### src/rtl/a51_keystream_gen.sv
// A5/1 keystream generator: key/frame load, majority-clocked mix, then OUT_W-bit words over valid/ready.
// Optional macro A51_STATE_OBS_EN adds dbg_state/dbg_phase observation ports.
module a51_keystream_gen #(
    parameter int KEY_W      = 64,
    parameter int FRAME_W    = 22,
    parameter int MIX_CYCLES = 100,
    parameter int KS_BITS    = 228,
    parameter int OUT_W      = 4
) (
    input  logic               clk,
    input  logic               rst,
    input  logic               start,
    input  logic [KEY_W-1:0]   key,
    input  logic [FRAME_W-1:0] frame,
    output logic               busy,
    output logic [OUT_W-1:0]   ks_data,
    output logic               ks_valid,
    input  logic               ks_ready,
    output logic               done
`ifdef A51_STATE_OBS_EN
    ,
    output logic [63:0]        dbg_state,
    output logic [2:0]         dbg_phase
`endif
);

    localparam int NWORDS  = KS_BITS / OUT_W;
    localparam int M1      = (KEY_W > FRAME_W) ? KEY_W : FRAME_W;
    localparam int M2      = (M1 > MIX_CYCLES) ? M1 : MIX_CYCLES;
    localparam int CNT_MAX = (M2 > NWORDS) ? M2 : NWORDS;
    localparam int CNT_W   = $clog2(CNT_MAX + 1);
    localparam int BIT_W   = (OUT_W > 1) ? $clog2(OUT_W) : 1;

    localparam logic [CNT_W-1:0] KEY_LAST   = CNT_W'(KEY_W - 1);
    localparam logic [CNT_W-1:0] FRAME_LAST = CNT_W'(FRAME_W - 1);
    localparam logic [CNT_W-1:0] MIX_LAST   = CNT_W'(MIX_CYCLES - 1);
    localparam logic [CNT_W-1:0] WORD_LAST  = CNT_W'(NWORDS - 1);
    localparam logic [BIT_W-1:0] BIT_LAST   = BIT_W'(OUT_W - 1);

    generate
        if (KS_BITS % OUT_W != 0) begin : g_bad_ks_bits
            $error("KS_BITS must be a multiple of OUT_W");
        end
    endgenerate

    typedef enum logic [2:0] {
        S_IDLE       = 3'd0,
        S_LOAD_KEY   = 3'd1,
        S_LOAD_FRAME = 3'd2,
        S_MIX        = 3'd3,
        S_GEN        = 3'd4,
        S_HOLD       = 3'd5
    } state_t;

    state_t             r_state;
    logic [18:0]        r_r1;
    logic [21:0]        r_r2;
    logic [22:0]        r_r3;
    logic [KEY_W-1:0]   r_key;
    logic [FRAME_W-1:0] r_frame;
    logic [CNT_W-1:0]   r_cnt;
    logic [BIT_W-1:0]   r_bit;
    logic [OUT_W-1:0]   r_col;
    logic [OUT_W-1:0]   r_ks_data;
    logic               r_valid;
    logic               r_busy;
    logic               r_done;

    logic        w_load, w_step, w_in, w_maj;
    logic        w_en1, w_en2, w_en3, w_bit;
    logic [18:0] w_r1_n;
    logic [21:0] w_r2_n;
    logic [22:0] w_r3_n;
    logic [OUT_W-1:0] w_col_n;

    assign w_load = (r_state == S_LOAD_KEY) || (r_state == S_LOAD_FRAME);
    assign w_step = w_load || (r_state == S_MIX) || (r_state == S_GEN);
    // Key and frame latches are consumed LSB first by shifting right each load cycle.
    assign w_in   = (r_state == S_LOAD_KEY)   ? r_key[0]   :
                    (r_state == S_LOAD_FRAME) ? r_frame[0] : 1'b0;
    assign w_maj  = (r_r1[8] & r_r2[10]) | (r_r1[8] & r_r3[10]) | (r_r2[10] & r_r3[10]);

    assign w_en1 = w_load || (r_r1[8]  == w_maj);
    assign w_en2 = w_load || (r_r2[10] == w_maj);
    assign w_en3 = w_load || (r_r3[10] == w_maj);

    assign w_r1_n = w_en1 ? {r_r1[17:0], r_r1[13] ^ r_r1[16] ^ r_r1[17] ^ r_r1[18] ^ w_in} : r_r1;
    assign w_r2_n = w_en2 ? {r_r2[20:0], r_r2[20] ^ r_r2[21] ^ w_in} : r_r2;
    assign w_r3_n = w_en3 ? {r_r3[21:0], r_r3[7] ^ r_r3[20] ^ r_r3[21] ^ r_r3[22] ^ w_in} : r_r3;

    assign w_bit   = w_r1_n[18] ^ w_r2_n[21] ^ w_r3_n[22];
    assign w_col_n = (r_col << 1) | OUT_W'(w_bit);

    always_ff @(posedge clk or posedge rst) begin
        if (rst) begin
            r_state   <= S_IDLE;
            r_r1      <= '0;
            r_r2      <= '0;
            r_r3      <= '0;
            r_key     <= '0;
            r_frame   <= '0;
            r_cnt     <= '0;
            r_bit     <= '0;
            r_col     <= '0;
            r_ks_data <= '0;
            r_valid   <= 1'b0;
            r_busy    <= 1'b0;
            r_done    <= 1'b0;
        end else begin
            r_done <= 1'b0;
            if (w_step) begin
                r_r1 <= w_r1_n;
                r_r2 <= w_r2_n;
                r_r3 <= w_r3_n;
            end
            case (r_state)
                // The done cycle is already IDLE; start is held off until it clears.
                S_IDLE: if (start && !r_done) begin
                    r_key   <= key;
                    r_frame <= frame;
                    r_r1    <= '0;
                    r_r2    <= '0;
                    r_r3    <= '0;
                    r_cnt   <= '0;
                    r_bit   <= '0;
                    r_col   <= '0;
                    r_busy  <= 1'b1;
                    r_state <= S_LOAD_KEY;
                end
                S_LOAD_KEY: begin
                    r_key <= r_key >> 1;
                    if (r_cnt == KEY_LAST) begin
                        r_cnt   <= '0;
                        r_state <= S_LOAD_FRAME;
                    end else begin
                        r_cnt <= r_cnt + CNT_W'(1);
                    end
                end
                S_LOAD_FRAME: begin
                    r_frame <= r_frame >> 1;
                    if (r_cnt == FRAME_LAST) begin
                        r_cnt   <= '0;
                        r_state <= S_MIX;
                    end else begin
                        r_cnt <= r_cnt + CNT_W'(1);
                    end
                end
                S_MIX: begin
                    if (r_cnt == MIX_LAST) begin
                        r_cnt   <= '0;
                        r_bit   <= '0;
                        r_state <= S_GEN;
                    end else begin
                        r_cnt <= r_cnt + CNT_W'(1);
                    end
                end
                S_GEN: begin
                    r_col <= w_col_n;
                    if (r_bit == BIT_LAST) begin
                        r_ks_data <= w_col_n;
                        r_valid   <= 1'b1;
                        r_bit     <= '0;
                        r_state   <= S_HOLD;
                    end else begin
                        r_bit <= r_bit + BIT_W'(1);
                    end
                end
                // r_cnt counts accepted words from here on.
                S_HOLD: if (ks_ready) begin
                    r_valid <= 1'b0;
                    if (r_cnt == WORD_LAST) begin
                        r_cnt   <= '0;
                        r_busy  <= 1'b0;
                        r_done  <= 1'b1;
                        r_state <= S_IDLE;
                    end else begin
                        r_cnt   <= r_cnt + CNT_W'(1);
                        r_state <= S_GEN;
                    end
                end
                default: r_state <= S_IDLE;
            endcase
        end
    end

    assign busy     = r_busy;
    assign ks_data  = r_ks_data;
    assign ks_valid = r_valid;
    assign done     = r_done;

`ifdef A51_STATE_OBS_EN
    assign dbg_state = {r_r3, r_r2, r_r1};
    assign dbg_phase = r_state;
`endif

endmodule

### config.mk
export PLATFORM = sky130hd
export DESIGN_NAME = a51_keystream_gen
export DESIGN_NICKNAME = d
export VERILOG_FILES = /design/src/rtl/a51_keystream_gen.sv
export SDC_FILE = /design/constraint.sdc
export NUM_CORES = 1
export LEC_CHECK = 0
export ABC_AREA = 1
export CAP_MARGIN = 20
export CORE_MARGIN = 4
export CORE_UTILIZATION = 53
export DETAILED_ROUTE_END_ITERATION = 8
export DONT_BUFFER_PORTS = 1
export GPL_TIMING_DRIVEN = 0
export PLACE_DENSITY_LB_ADDON = 0.25
export SLEW_MARGIN = 15
export SYNTH_ARGS = -nofsm -noshare
export SYNTH_HDL_FRONTEND = slang
export SYNTH_SLANG_ARGS = --single-unit
### constraint.sdc
create_clock -name clk -period 8.3 [get_ports clk]
set_clock_uncertainty 0.05 [all_clocks]
set_input_delay 0.83 -clock clk [delete_from_list [all_inputs] [get_ports clk]]
set_output_delay 0.83 -clock clk [all_outputs]
set_load 0.1 [all_outputs]
==> run metrics <==
Syn Std Cell Area 0.007851 sq mm; # rows 44; CP endpoint kind flop; worst skew pair latency 0.43 ns; CTS tree yes; IO Pins 97; Starting Density 0.5402; core area 0.01453 sq mm; wire length per cell 14.21 microns; fin crit share 0.2903; Slew @ Worst Pin 0.9361 ns; cell repeated most along the worst path nor2_1; Synth top area share 0.5482; ys async rst share 1.000; pwr dens 464.5 mW/mm^2; die area 0.01682 sq mm; Max FO, Critical Path 10; Post-Route WL 16,540 microns; post-route minimum period 2.410 ns; Max Cap Viol 0; HPWL after DPL 11,660 microns; endpoints failing setup 0; vias 6,218; Synth area leaders dfrtp_1 55%, nor2_1 12%, nor3_1 8.1%; CP cell instances nor2_1 > nand2_2 > buf_2 > clkbuf_1 > o21ai_0 > nor2_1; max-slew violation count 0; cell count after synthesis 947; Iteration-0 DRC Markers 441; worst vdd ir 0.2980 mV; RSZ-0062 raised after global routing false; endpoints failing hold 0; total gr overflow 0; number of flops mapped to enable cells by yosys 0; die width 129.7 microns; detailed-route DRC error count 0; top_reg_cell synth dfrtp_1; Synth top cells by count 250 x nor2_1, 172 x dfrtp_1, 127 x nor3_1, 100 x nand2_1, 74 x o21ai_0; register area share after synthesis 0.5482; Buffers & Inverters on Critical Path 2; Clock Tree Buf Depth 2; startpoint types flop; status completed; TritonCTS buffer count 17; number of vias per cell 5.342; Slew headroom 0.3759; xor and xnor area share after synthesis 0.01450; Syn Nets 1,041; drt pass-1 iters 5; GRT Overall Usage 0.2054; Routed Antenna Nets 0; H-tree levels 4; Worst-path clk slew 0.07 ns; post_cts resized 0; largest net degree at the start of global routing 101; diode count 0; CTS Root Cell clkbuf_16; Post-Syn Area per Cell 8.291 sq um; Die H 129.7 microns; Placed Instances 1,132; vias in the first global route 5,943; Post-Layout Cell Count 1,164; multiplexer area fraction after synthesis 0; Netlist cell types 38; #FFs+latches synth 172; CP top delay family flip-flops; initial antenna violation count 0; Hold Crit Class in -> async; Pleak 3.877 nW; setup TNS 0 ns; hold buffer count at cts 0; share of layout cells above drive strength 1 0.1010; smallest hold slack 0.2456 ns; slowest library cell on the worst path dfrtp_1; area leader, netlist dfrtp_1; Crit path arrival time 2.71 ns; Layout area overhead 11.00%; critical path class reg -> reg; Post-Synth Adder-Cell Area 0.006375; Fmax achieved 0.4150 GHz; largest family of logic cells by synthesized area simple AND/OR/NAND/NOR gates; Crit path largest cell delay 0.96 ns; Sink Count 172; setup repair bufs after CTS 0; most common cell in the netlist nor2_1; nets 1,061; simple-gate share of the synthesized area 0.3017; Req. time, crit path 8.60 ns; Yosys warning count 0; Compound-Gate Fraction of Synth Area 0.07410; final core utilization 0.5996; global-route wire length before repair 27,930 microns; IO Port Bufs 0; placer congestion estimate 0.7994
final timing paths:
check	start	endpoint	slack (ns)	depth (start not counted)
max	done	r_r1[10]	5.89	6
min	rst	r_r2[15]	0.25	1
max reg2reg	done	r_r1[10]	5.89	6
min reg2reg	r_frame[3]	r_frame[3]	0.43	2
max in group asynchronous	rst	r_key[52]	7.08	2
min in group clk	r_frame[3]	r_frame[3]	0.43	2
worst reg2reg max path: stages (launching register included):
cell and delay, ns:
dfrtp_1 0.96, nor2_1 0.20, nand2_2 0.17, buf_2 0.33
clkbuf_1 0.35, o21ai_0 0.19, nor2_1 0.11
flip-flops by register name (all words and copies together) (netlist names), 2 cells and up:
| signal | cells |
|---|---|
| r_bit | 2 |
| r_r2 | 22 |
| r_key | 64 |
| ks_data | 4 |
| r_r3 | 23 |
| r_state | 3 |
| r_r1 | 19 |
| r_col | 3 |
| r_cnt | 7 |
| r_frame | 22 |
cell usage in the layout (no fill, tap or decap), drive strengths merged:
| cell type | count |
|---|---|
| a211oi | 2 |
| a21oi | 21 |
| a22o | 1 |
| a22oi | 1 |
| a31oi | 1 |
| buf | 45 |
| bufinv | 2 |
| clkbuf | 33 |
| clkinv | 3 |
| clkinvlp | 2 |
| dfrtp | 172 |
| ha | 4 |
| inv | 47 |
| nand2 | 108 |
| nand3 | 56 |
| nand3b | 1 |
| nand4 | 1 |
| nor2 | 252 |
| nor3 | 129 |
| nor3b | 2 |
| o211ai | 2 |
| o21ai | 79 |
| o21bai | 1 |
| o22ai | 2 |
| xnor2 | 7 |
| xor2 | 6 |
stage by stage:
stage	instance area, sq um	power, mW	setup slack [ns]
floorplan	7851	2.862	2.760
global placement	8082	3.219	0.8818
detailed placement	8117	3.275	5.889
CTS	8715	4.093	5.872
global route	8715	4.445	5.685
finish	8715	4.048	5.890
where the power goes:
group / total, mW / leakage [nW] / internal (mW) / switching (mW)
clock: 0.798 / 0.287 / 0.477 / 0.321
sequential: 1.46 / 2.01 / 1.24 / 0.227
combinational: 1.79 / 1.58 / 0.641 / 1.15
logic make-up after synthesis:
kind of cell	count (synthesis)
compound gates	110
buf+inv	99
flops	172
xor+xnor	13
simple gates	549
fa+ha+maj	4
metal layers:
layer,up-vias,wire length [microns],track usage
li1,3135,-,-
met3,21,639,0.03766
met4,0,235,0.06357
met1,2939,7721,0.2855
met5,-,0,0
met2,123,7944,0.3318
cell type report:
type | count | area, sq um
inverter | 46 | 182.7
buffer | 53 | 257.7
tap | 184 | 230.2
sequential | 172 | 4304
fill | 1275 | 5819
clock inverter | 8 | 106.4
multi-input combinational | 676 | 3114
clock buffer | 24 | 491.7
timing repair buffer | 1 | 27.53
Power figures use the tool's default switching activity.
